<file path="src/rtl/dice_pkg.sv">
// Shared types, segment constants and the hex glyph decoder for the dice roller.
package dice_pkg;

  typedef enum logic [1:0] {
    IDLE,
    ROLL,
    SHOW
  } state_t;

  localparam logic [6:0] SEG_BLANK = 7'b1111111;
  localparam logic [6:0] SEG_DASH  = 7'b0111111;

  // Active-low 7-segment glyph, bit order gfedcba.
  function automatic logic [6:0] hex_to_seg(input logic [3:0] value);
    logic [6:0] pattern;
    case (value)
      4'h0:    pattern = 7'b1000000;
      4'h1:    pattern = 7'b1111001;
      4'h2:    pattern = 7'b0100100;
      4'h3:    pattern = 7'b0110000;
      4'h4:    pattern = 7'b0011001;
      4'h5:    pattern = 7'b0010010;
      4'h6:    pattern = 7'b0000010;
      4'h7:    pattern = 7'b1111000;
      4'h8:    pattern = 7'b0000000;
      4'h9:    pattern = 7'b0010000;
      4'hA:    pattern = 7'b0001000;
      4'hB:    pattern = 7'b0000011;
      4'hC:    pattern = 7'b1000110;
      4'hD:    pattern = 7'b0100001;
      4'hE:    pattern = 7'b0000110;
      default: pattern = 7'b0001110;
    endcase
    return pattern;
  endfunction

endpackage

</file>
<file path="src/rtl/button_debounce.sv">
// Level debouncer: the output follows the input only after DEBOUNCE_CYCLES
// consecutive samples that differ from the current output.
module button_debounce #(
  parameter int DEBOUNCE_CYCLES = 16
) (
  input  logic clk,
  input  logic reset,
  input  logic din,
  output logic dout
);

  localparam int CNT_W = $clog2(DEBOUNCE_CYCLES);
  localparam logic [CNT_W-1:0] CNT_LAST = CNT_W'(DEBOUNCE_CYCLES - 1);

  logic [CNT_W-1:0] count;

  always_ff @(posedge clk or posedge reset) begin
    if (reset) begin
      dout  <= 1'b0;
      count <= '0;
    end else if (din == dout) begin
      count <= '0;
    end else if (count == CNT_LAST) begin
      dout  <= din;
      count <= '0;
    end else begin
      count <= count + CNT_W'(1);
    end
  end

endmodule

</file>
<file path="src/rtl/dice_roller.sv">
// Push-button dice roller: debounced button drives IDLE/ROLL/SHOW, a mixed-radix
// chain of face counters spins while rolling, and the result is shown on 7-seg.
module dice_roller
  import dice_pkg::*;
#(
  parameter int N_DICE          = 2,
  parameter int FACES           = 6,
  parameter int DEBOUNCE_CYCLES = 16
) (
  input  logic                                 clk,
  input  logic                                 reset,
  input  logic                                 button,
  output logic [7*N_DICE-1:0]                  seg,
  output logic                                 rolling,
  output logic                                 result_valid,
  output logic [$clog2(N_DICE*FACES+1)-1:0]    total
);

  localparam int IDX_W   = $clog2(FACES);
  localparam int TOTAL_W = $clog2(N_DICE*FACES+1);
  localparam int QUIET_W = $clog2(DEBOUNCE_CYCLES + 2);
  localparam logic [QUIET_W-1:0] QUIET_LAST = QUIET_W'(DEBOUNCE_CYCLES + 1);
  localparam logic [IDX_W-1:0]   FACE_LAST  = IDX_W'(FACES - 1);

  generate
    if (N_DICE < 1 || N_DICE > 4) begin : g_bad_n_dice
      $error("dice_roller: N_DICE must be in 1..4");
    end
    if (FACES < 2 || FACES > 15) begin : g_bad_faces
      $error("dice_roller: FACES must be in 2..15");
    end
    if (DEBOUNCE_CYCLES < 2) begin : g_bad_debounce
      $error("dice_roller: DEBOUNCE_CYCLES must be at least 2");
    end
  endgenerate

  logic                         sync_p0;
  logic                         sync_p1;
  logic                         level;
  logic                         level_prev;
  logic                         armed;
  logic [QUIET_W-1:0]           quiet;
  logic                         rise;
  logic                         fall;
  state_t                       state;
  logic [N_DICE-1:0][IDX_W-1:0] idx;
  logic [N_DICE-1:0][IDX_W-1:0] idx_next;
  logic [7*N_DICE-1:0]          seg_show;
  logic [TOTAL_W-1:0]           sum_next;

  // Stage p0/p1: two-flop synchroniser for the raw button
  always_ff @(posedge clk or posedge reset) begin
    if (reset) begin
      sync_p0 <= 1'b0;
      sync_p1 <= 1'b0;
    end else begin
      sync_p0 <= button;
      sync_p1 <= sync_p0;
    end
  end

  button_debounce #(
    .DEBOUNCE_CYCLES(DEBOUNCE_CYCLES)
  ) u_debounce (
    .clk  (clk),
    .reset(reset),
    .din  (sync_p1),
    .dout (level)
  );

  // A button held through reset must be seen released for longer than the
  // debounce window (plus synchroniser flush) before a press can start a roll.
  always_ff @(posedge clk or posedge reset) begin
    if (reset) begin
      level_prev <= 1'b0;
      quiet      <= '0;
      armed      <= 1'b0;
    end else begin
      level_prev <= level;
      if (sync_p1) begin
        quiet <= '0;
      end else if (quiet != QUIET_LAST) begin
        quiet <= quiet + QUIET_W'(1);
      end
      if (quiet == QUIET_LAST) begin
        armed <= 1'b1;
      end
    end
  end

  assign rise = level & ~level_prev & armed;
  assign fall = ~level & level_prev;

  always_comb begin
    logic carry;
    carry    = 1'b1;
    idx_next = idx;
    seg_show = '0;
    sum_next = '0;
    for (int i = 0; i < N_DICE; i++) begin
      if (carry) begin
        idx_next[i] = (idx[i] == FACE_LAST) ? '0 : idx[i] + IDX_W'(1);
      end
      carry = carry & (idx[i] == FACE_LAST);
      seg_show[7*i +: 7] = hex_to_seg(4'(idx_next[i]) + 4'd1);
      sum_next = sum_next + TOTAL_W'(idx_next[i]) + TOTAL_W'(1);
    end
  end

  // The last ROLL cycle's advance is included in the latched result.
  always_ff @(posedge clk or posedge reset) begin
    if (reset) begin
      state        <= IDLE;
      idx          <= '0;
      rolling      <= 1'b0;
      result_valid <= 1'b0;
      seg          <= {N_DICE{SEG_BLANK}};
      total        <= '0;
    end else begin
      result_valid <= 1'b0;
      if (state == ROLL) begin
        idx <= idx_next;
      end
      case (state)
        IDLE, SHOW: begin
          if (rise) begin
            state   <= ROLL;
            rolling <= 1'b1;
            seg     <= {N_DICE{SEG_DASH}};
          end
        end
        ROLL: begin
          if (fall) begin
            state        <= SHOW;
            rolling      <= 1'b0;
            result_valid <= 1'b1;
            seg          <= seg_show;
            total        <= sum_next;
          end
        end
        default: begin
          state   <= IDLE;
          rolling <= 1'b0;
          seg     <= {N_DICE{SEG_BLANK}};
        end
      endcase
    end
  end

endmodule

</file>
<file path="config.mk">
export PLATFORM = sky130hd
export DESIGN_NAME = dice_roller
export DESIGN_NICKNAME = d
export VERILOG_FILES = /design/src/rtl/dice_pkg.sv /design/src/rtl/button_debounce.sv /design/src/rtl/dice_roller.sv
export SDC_FILE = /design/constraint.sdc
export NUM_CORES = 1
export LEC_CHECK = 0
export CELL_PAD_IN_SITES_DETAIL_PLACEMENT = 1
export CELL_PAD_IN_SITES_GLOBAL_PLACEMENT = 2
export CORE_UTILIZATION = 34
export CTS_BUF_LIST = sky130_fd_sc_hd__clkbuf_8
export CTS_CLUSTER_SIZE = 12
export DETAILED_ROUTE_END_ITERATION = 6
export PLACE_DENSITY = 0.77
export SETUP_SLACK_MARGIN = 0.5
export SYNTH_ARGS = -nofsm -noshare
export SYNTH_HDL_FRONTEND = slang
export SYNTH_SLANG_ARGS = --single-unit
</file>
<file path="constraint.sdc">
create_clock -name clk -period 3.4 [get_ports clk]
set_input_delay 0.68 -clock clk [delete_from_list [all_inputs] [get_ports clk]]
set_output_delay 0.68 -clock clk [all_outputs]
set_load 0.05 [all_outputs]
</file>
==> results.cfg, run 1 <==
[yosys]
synthAdderAreaFrac = 0.06886
synth-edff-count = 0
synth.yosys.seq_area_share = 0.4201
yosys-mux-area-fraction = 0.03689
synth-warning-count = 0
synth_compound_area_frac = 0.1909
synth_xor_xnor_area_share = 0.03788
synth-seq-cells = 42
post_synth_num_cell_types = 55
synth-simple-area-share = 0.1943
mappedNetlistNets = 287
combinational_family_with_the_most_area_after_synthesis = simple AND/OR/NAND/NOR gates
netlist_area_sq_mm = 0.002544
yosys.cell_count.top_type = dfrtp_1
synth.top_cells.by_area = dfrtp_1, dfstp_2, ha_1
yosys_top_cell_area_share = 0.2755
async_reset_ff_frac = 1.000
synth.top_cells.by_count = dfrtp_1, nand2_1, nor2_1
ys.flop_type = dfrtp_1
avgSynthCellArea_sq_um = 9.421
gate_count_post_synth = 270
netlist.top_cell.by_area = dfrtp_1

[setup_path]
worst_setup_path_start_kind = flip-flop
critical_path.endpoint_type = flip-flop
slowest_delay_ps = 440
path_delay_family = simple AND/OR/NAND/NOR gates
critPathKind = flip-flop to flip-flop
critical_path_peak_fanout = 11
cp_cell_instances = buf_4 > and4b_2 > mux2i_4 > inv_2 > ha_1 > nor2b_1 > nor3_1 > a221oi_1 > a211oi_1
worst-path-buf-inv = 2
crit_required_ps = 3620
worst-endpoint-arrival_ps = 2940
critPathSlowestCell = dfrtp_1

[final_layout]
synthToLayoutAreaGrowth_pct = 18.49
ant_diodes = 0
post-route-cell-area_sq_mm = 0.003014
fin_nets = 309
layout.core_utilization = 0.4156
final_layout_size_suffix_gt1_frac = 0.1570
final-instance-count-excl-fill = 392

[sta]
finalHoldViolCount = 0
achievable_freq_mhz = 367.6
layout_min_cycle_time_ps = 2720
clock-skew-final_ps = 6.595
final-max-slew-violation-count = 0
setup_total_negative_slack_ps = 0
maxSlewHeadroom = 0.3252
tightestPinTransition_ps = 1006
grt_setup_unrepaired = true
min_period_over_period = 0.8000
finalSetupViolCount = 0

[route]
antenna_violating_nets_post_route = 0
wl_per_cell_um = 16.42
drtIter0Drc = 62
detail_route.wirelength_um = 6436
drt-vias-per-instance = 5.362
drt_pre_antenna_iters = 4
route.vias.total = 2102
drcViolationCount = 0

[job]
cap_viol_max_count = 0

[placement]
gp_routability_congestion = 0.8018
dp.final_hpwl_um = 4517
post_dp_cell_area_sq_mm = 0.002880
dpl.cell_count = 383
placement.io_buffers = 22

[clocking]
cts.reportedPaths.clkPinSlew_ps = 90
cts_tree = built
cts_sinks = 42
root_buffer = clkbuf_8
clock_h_tree_levels = 2
clk_path_buf_depth = 2
clock_latency_ps = 300
cts_inserted_buffers = 5

[pwr]
leakage_nw = 1.274
cellPowerDensity_mw_per_mm2 = 296.0
worst_ir_drop_vdd_mv = 0.1802

[floorplanning]
number_of_cell_rows = 31
chipWidth_um = 88.50
io_pins = 23
initial_utilization = 0.3507
die-area_sq_mm = 0.007831
floorplan.core_area_sq_mm = 0.007253
die_h_um = 88.50

[grt]
global_route.overflow_total = 0
first_global_vias = 2144
grt_pass1_wl_um = 11010
track_usage = 0.1851
largest_net_degree_at_the_start_of_global_routing = 28
antenna_found_initial = 0

[outcome]
outcome = finished clean

[min_path]
hold_path_class = flip-flop to flip-flop
## flip-flops by register name, summed over array words and instances (netlist names)
| signal | flops |
|---|---|
| seg | 14 |
| idx | 6 |
| quiet | 5 |
| total | 4 |
| u_debounce.count | 4 |
| state | 2 |
| armed | 1 |
| level_prev | 1 |
| result_valid | 1 |
| rolling | 1 |
| sync_p0 | 1 |
| sync_p1 | 1 |
| u_debounce.dout | 1 |
## layout by cell type (no fill, tap or decap), types with 3 or more instances in the layout
cell type         n
dfrtp_1          27
nand2_1          23
clkdlybuf4s50_1  22
nor2_1           18
a21oi_1          15
o21ai_0          14
dfstp_2          14
ha_1             13
inv_1            10
nor2b_1          10
nand3_1          10
buf_4             9
xnor2_1           8
nor3_1            8
o32a_1            7
a211oi_1          6
mux2i_1           6
clkbuf_8          5
a21o_1            3
nand4b_1          3
xor2_1            3
a31oi_1           3
## kinds of logic (layout without fill, tap and decap cells)
group,Yosys count,after routing
xor gates and xnor gates,11,11
adders and majority gates,14,14
and+or+nand+nor,95,95
DFF,42,42
muxes,8,8
buffers and inverters,30,53
AOI/OAI and AO/OA,70,70
## path summary, 6_finish.rpt
path / from / end / slack, ps / cells past startpoint
setup / recovery: idx[1]$_DFFE_PP0P_ / seg[9]$_DFFE_PP1P_ / 680 / 9
hold / removal: sync_p0$_DFF_PP0_ / sync_p1$_DFF_PP0_ / 360 / 0
setup reg to reg: idx[1]$_DFFE_PP0P_ / seg[9]$_DFFE_PP1P_ / 680 / 9
hold reg to reg: sync_p0$_DFF_PP0_ / sync_p1$_DFF_PP0_ / 360 / 0
max in group asynchronous: reset / seg[7]$_DFFE_PP1P_ / 1840 / 3
min in group asynchronous: reset / idx[1]$_DFFE_PP0P_ / 790 / 2
## layout make-up
class / count / area [sq um]
Inverter: 14 / 55.05
Clock inverter: 3 / 21.27
Tap cell: 99 / 123.9
Clock buffer: 5 / 68.82
Timing Repair Buffer: 31 / 287.8
Multi-Input combinational cell: 198 / 1388
Fill cell: 839 / 4239
Sequential cell: 42 / 1070
## power breakdown
group	internal [mW]	switching (mW)
registers	0.508	0.0101
logic	0.0132	0.0200
clock network	0.145	0.196
total	0.666	0.226
## what timing repair did
action	4_1_cts	5_1_grt
endpoints found under the setup margin	1	4
hold buffers	0	0
setup buffers	1	0
resized for setup	3	5
## metrics by stage
step / setup WS (ps) / total power [mW] / hold slack, ps
after floorplan: 500.5 / 0.5496 / 331.2
after global placement: 525.0 / 0.5609 / 334.5
after detailed placement: 369.3 / 0.5623 / 345.7
after CTS: 527.9 / 0.9088 / 367.1
after global routing: 460.3 / 0.9352 / 374.5
final: 679.9 / 0.8922 / 360.0
## metal layers
| layer | GRT usage | part of all wire |
|---|---|---|
| met3 | 0.03078 | 0.022 |
| met4 | 0.06745 | 0.014 |
| met1 | 0.2548 | 0.50 |
| met2 | 0.2930 | 0.47 |
| met5 | 0 | 0 |
Power figures use the tool's default switching activity.
==> inputs of run 2 (changes only) <==
--- a/config.mk
+++ b/config.mk
@@ -7,11 +7,11 @@
 export LEC_CHECK = 0
 export CELL_PAD_IN_SITES_DETAIL_PLACEMENT = 1
 export CELL_PAD_IN_SITES_GLOBAL_PLACEMENT = 2
-export CORE_UTILIZATION = 34
+export CORE_UTILIZATION = 38
 export CTS_BUF_LIST = sky130_fd_sc_hd__clkbuf_8
 export CTS_CLUSTER_SIZE = 12
 export DETAILED_ROUTE_END_ITERATION = 6
-export PLACE_DENSITY = 0.77
+export PLACE_DENSITY = 0.82
 export SETUP_SLACK_MARGIN = 0.5
 export SYNTH_ARGS = -nofsm -noshare
 export SYNTH_HDL_FRONTEND = slang
==> constraint.sdc (replaced) <==
create_clock -name clk -period 2.6 [get_ports clk]
set_input_delay 0.52 -clock clk [delete_from_list [all_inputs] [get_ports clk]]
set_output_delay 0.52 -clock clk [all_outputs]
set_load 0.05 [all_outputs]
==> results.cfg, run 2 (same netlist as run 1, synthesis figures left out) <==
[sta]
min_period_over_period = 0.9581
tightestPinTransition_ps = 550.4
clock-skew-final_ps = 1.865
achievable_freq_mhz = 401.4
finalHoldViolCount = 0
final-max-slew-violation-count = 0
maxSlewHeadroom = 0.6331
layout_min_cycle_time_ps = 2491
fin_ws_ps = 108.9
grt_setup_unrepaired = true
finalSetupViolCount = 0

[floorplanning]
die_h_um = 83.82
io_pins = 23
initial_utilization = 0.3961
die-area_sq_mm = 0.007025
chipWidth_um = 83.82
number_of_cell_rows = 29
floorplan.core_area_sq_mm = 0.006422

[final_layout]
largest-register = seg
synthToLayoutAreaGrowth_pct = 33.05
final_layout_size_suffix_gt1_frac = 0.2972
post-route-cell-area_sq_mm = 0.003385
largest_register_ff_count = 14
most-common-layout-cells = buf_4, dfrtp_1, nand2_1
fin_nets = 339
reg.largest.list = seg (14), idx (6), quiet (5)
ant_diodes = 0
layout_commonest_cell = buf_4

[route]
drt_pre_antenna_iters = 6
drt-vias-per-instance = 5.638
drtIter0Drc = 75
antenna_violating_nets_post_route = 0
detail_route.wirelength_um = 7163
drcViolationCount = 2
wl_per_cell_um = 17.91
route.vias.total = 2255

[clocking]
post_cts_hold_buffer_count = 0
cts_sinks = 42
cts_tree = built
clk_path_buf_depth = 2
root_buffer = clkbuf_8
cts_inserted_buffers = 5
clock_h_tree_levels = 2
clock_latency_ps = 300
cts.reportedPaths.clkPinSlew_ps = 100

[grt]
grt_pass1_wl_um = 12190
antenna_found_initial = 0
global_route.overflow_total = 0
largest_net_degree_at_the_start_of_global_routing = 43
track_usage = 0.2199
first_global_vias = 2324

[outcome]
outcome = finished, violations left
violations_in_the_final_reports = design-rule violations

[placement]
post_dp_cell_area_sq_mm = 0.003022
placement.io_buffers = 22
gp_routability_congestion = 0.8061
dp.final_hpwl_um = 4600
dp_slack_ps = 13.51

[min_path]
hold_path_class = flip-flop to flip-flop

[job]
cap_viol_max_count = 0

[pwr]
cellPowerDensity_mw_per_mm2 = 353.1
leakage_nw = 1.524
worst_ir_drop_vdd_mv = 0.2843

[setup_path]
worst-endpoint-arrival_ps = 2730
critical_path_peak_fanout = 4
worst_setup_path_start_kind = flip-flop
critPathKind = flip-flop to flip-flop
crit_required_ps = 2840
critical_path.endpoint_type = flip-flop
==> run 2: changes by cell type in the layout (fill, tap and decap cells not counted), moves of 5 or more <==
cell,change
buf_4,+19
clkdlybuf4s50_1,-14
dlygate4sd2_1,+14
buf_6,+11
ha_1,-6
ha_4,+5
==> run 2: repair_timing <==
item | CTS | global route
buffers inserted | 16 | 4
endpoints found under the setup margin | 22 | 13
pin swaps | 10 | 8
gates resized for setup | 36 | 16
==> run 2: worst max-delay path, cell delays in order (launching register included) <==
cell	delay (ps)
dfrtp_2	490
clkinv_8	70
nor3_4	30
a21oi_2	160
inv_2	90
ha_4	180
nor3_4	120
nor2_1	70
ha_1	320
buf_4	150
buf_6	100
buf_6	110
or4_1	460
nand3_1	70
==> run 2: metrics by stage <==
step	hold slack [ps]	TNS, ps	util	cells	power [mW]
after CTS	362.4	0	0.5118	396	1.212
after floorplan	331.2	-51.60	-	270	0.7187
after global routing	381.6	0	0.5270	400	1.245
final	359.9	0	0.5270	400	1.195
after detailed placement	338.9	0	0.4705	372	0.7341
after global placement	331.5	0	0.4705	372	0.7331
==> run 2: worst paths after layout <==
check                              startpoint                       endpoint  slack [ps]  cells past startpoint
setup / recovery           idx[0]$_DFFE_PP0P_           total[2]$_DFFE_PP0P_         110                     13
hold / removal              sync_p0$_DFF_PP0_              sync_p1$_DFF_PP0_         360                      0
setup reg to reg           idx[0]$_DFFE_PP0P_           total[2]$_DFFE_PP0P_         110                     13
hold reg to reg             sync_p0$_DFF_PP0_              sync_p1$_DFF_PP0_         360                      0
max in group asynchronous               reset             idx[0]$_DFFE_PP0P_        1550                      3
min in group asynchronous               reset  u_debounce.count[2]$_DFF_PP0_         650                      3
==> run 2: layout make-up <==
type | count | area, sq um
Clock buffer | 5 | 68.82
Clock inverter | 3 | 26.28
Fill cell | 733 | 3038
Inverter | 14 | 65.06
Multi-Input combinational cell | 198 | 1519
Sequential cell | 42 | 1072
Tap cell | 77 | 96.34
Timing Repair Buffer | 61 | 536.8
==> run 2: metal layers <==
metal / up-vias / global-route usage / wire [um]
met2: 42 / 0.3703 / 3580
li1: 1069 / - / -
met4: 0 / 0.05329 / 80
met1: 1138 / 0.3015 / 3313
met5: - / 0 / 0
met3: 6 / 0.02671 / 187
==> run 2: power breakdown <==
group	switching [mW]	total [mW]	leakage [nW]	internal [mW]
clock network	0.274	0.474	0.0495	0.200
logic	0.0258	0.0432	0.954	0.0174
registers	0.0131	0.678	0.521	0.665
==> inputs of run 3 (changes only) <==
--- a/config.mk
+++ b/config.mk
@@ -7,12 +7,12 @@
 export LEC_CHECK = 0
 export CELL_PAD_IN_SITES_DETAIL_PLACEMENT = 1
 export CELL_PAD_IN_SITES_GLOBAL_PLACEMENT = 2
-export CORE_UTILIZATION = 38
+export CORE_UTILIZATION = 41
 export CTS_BUF_LIST = sky130_fd_sc_hd__clkbuf_8
 export CTS_CLUSTER_SIZE = 12
 export DETAILED_ROUTE_END_ITERATION = 6
-export PLACE_DENSITY = 0.82
-export SETUP_SLACK_MARGIN = 0.5
+export PLACE_DENSITY = 0.87
+export SETUP_SLACK_MARGIN = 0.02
 export SYNTH_ARGS = -nofsm -noshare
 export SYNTH_HDL_FRONTEND = slang
 export SYNTH_SLANG_ARGS = --single-unit
==> constraint.sdc (replaced) <==
create_clock -name clk -period 3.2 [get_ports clk]
set_input_delay 0.64 -clock clk [delete_from_list [all_inputs] [get_ports clk]]
set_output_delay 0.64 -clock clk [all_outputs]
set_load 0.05 [all_outputs]
==> results.cfg, run 3 (same netlist as run 1, synthesis figures left out) <==
[sta]
tightestPinTransition_ps = 535.1
grt_setup_unrepaired = false
maxSlewHeadroom = 0.6433
setup_total_negative_slack_ps = 0
achievable_freq_mhz = 347.0
clock-skew-final_ps = 9.990
final-max-slew-violation-count = 0
finalHoldViolCount = 0
finalSetupViolCount = 0
min_period_over_period = 0.9006
layout_min_cycle_time_ps = 2882
fin_ws_ps = 318.1

[setup_path]
critical_path.endpoint_type = flip-flop
worst_setup_path_start_kind = flip-flop
timing.reg2reg.setup_slack_ps = 320
critical_path_peak_fanout = 14
worst-endpoint-arrival_ps = 3080
critPathKind = flip-flop to flip-flop
crit_required_ps = 3390
worstReg2RegEnd = total[3]$_DFFE_PP0P_
reg2reg_from = idx[2]$_DFFE_PP0P_
worstRegToRegCells = 11

[clocking]
cts_inserted_buffers = 5
clock_h_tree_levels = 2
cts_sinks = 42
clock_latency_ps = 310
root_buffer = clkbuf_8
clk_path_buf_depth = 2
cts.reportedPaths.clkPinSlew_ps = 90
cts_tree = built

[placement]
dpl.cell_count = 360
placement.io_buffers = 22
dp.final_hpwl_um = 4442
gp_routability_congestion = 0.8301
post_dp_cell_area_sq_mm = 0.002848
dp_slack_ps = 317.8

[grt]
largest_net_degree_at_the_start_of_global_routing = 43
first_global_vias = 2225
grt_pass1_wl_um = 10730
antenna_found_initial = 0
grt_util_met1 = 0.2692
grt.busiest_layer = met2
use_met2 = 0.3780
met3_usage = 0.03483
global_route.overflow_total = 0
track_usage = 0.2140

[final_layout]
synthToLayoutAreaGrowth_pct = 15.84
ant_diodes = 0
post-route-cell-area_sq_mm = 0.002947
multi_input_area_sq_mm = 0.001345
fin_nets = 309
largest-register = seg
final-instance-count-excl-fill = 368
reg.largest.list = seg (14), idx (6), quiet (5)
final_layout_size_suffix_gt1_frac = 0.1263
fillerInstances = 687
layout_commonest_cell = dfrtp_1
largest_register_ff_count = 14
ff_latch_area_sq_mm = 0.001070
most-common-layout-cells = dfrtp_1, nand2_1, clkdlybuf4s50_1

[route]
detail_route.wirelength_um = 6200
route.vias.total = 2095
drt_pre_antenna_iters = 4
drt-vias-per-instance = 5.693
drcViolationCount = 0
antenna_violating_nets_post_route = 0
drtIter0Drc = 73
wl_per_cell_um = 16.85

[min_path]
holdPathStages = 0
hold_path_class = flip-flop to flip-flop
worstHoldEndpoint = sync_p1$_DFF_PP0_
holdCritStartpoint = sync_p0$_DFF_PP0_

[floorplanning]
die_h_um = 80.77
number_of_cell_rows = 28
initial_utilization = 0.4271
floorplan.core_area_sq_mm = 0.005956
die-area_sq_mm = 0.006523
io_pins = 23
chipWidth_um = 80.77

[pwr]
cellPowerDensity_mw_per_mm2 = 327.4
worst_ir_drop_vdd_mv = 0.1867
leakage_nw = 1.276

[job]
cap_viol_max_count = 0

[outcome]
outcome = finished clean
-- run 3: changes by cell type in the layout (fill, tap and decap cells not counted), moves of 6 or more --
cell,previous run,this run
buf_4,28,9
buf_6,11,0
clkdlybuf4s50_1,8,22
dlygate4sd2_1,14,0
ha_1,7,14
ha_4,6,0
-- run 3: report_power, final --
group	internal, mW	leakage (nW)	switching (mW)
clock network	0.163	0.0506	0.215
registers	0.540	0.524	0.0104
logic	0.0143	0.701	0.0217
-- run 3: area by class of cell --
cell class / count / area share
clock buffers: 5 / 0.02335
clock inverters: 3 / 0.009766
inverters: 14 / 0.01783
multi-input cells: 198 / 0.4565
flip-flops and latches: 42 / 0.3631
well taps: 75 / 0.03185
repair buffers: 31 / 0.09766
-- run 3: timing repair --
item	in CTS	in global routing
buffers inserted	0	0
hold buffers	0	0
gates resized for setup	0	1
endpoints found under the setup margin	0	1
-- run 3: worst max path at each step --
stage                                   from                    to  slack (ps)  depth (start not counted)
after global routing      idx[2]$_DFFE_PP0P_  total[3]$_DFFE_PP0P_          50                         11
after CTS                 idx[1]$_DFFE_PP0P_  total[3]$_DFFE_PP0P_         300                         11
after floorplan           idx[0]$_DFFE_PP0P_  total[3]$_DFFE_PP0P_          30                         14
final                     idx[2]$_DFFE_PP0P_  total[3]$_DFFE_PP0P_         320                         11
after global placement    idx[1]$_DFFE_PP0P_   seg[13]$_DFFE_PP1P_         350                          8
after detailed placement  idx[1]$_DFFE_PP0P_  total[3]$_DFFE_PP0P_         320                         11
-- run 3: metal layers --
metal,up-vias,routed length [um]
li1,1015,-
met1,1054,2971
met2,20,3044
met3,6,111
met4,0,72
met5,-,0
-- run 3: worst max-delay path: stages (launching register included) --
cell	delay (ps)
dfrtp_1	580
nor3_1	80
a21oi_1	190
inv_1	110
ha_1	260
nor3_1	270
nor2_1	90
ha_1	390
nor3b_1	240
mux2i_1	130
nand3_1	90
or3b_1	340
-- run 3: metrics by stage --
stage	power [mW]	hold WS, ps	utilization
6_report	0.9648	360.1	0.4947
5_1_grt	1.005	377.8	0.4947
4_1_cts	0.9780	362.3	0.4945
3_5_place_dp	0.5970	340.2	0.4782
3_3_place_gp	0.5948	332.5	0.4782
2_1_floorplan	0.5839	331.2	-
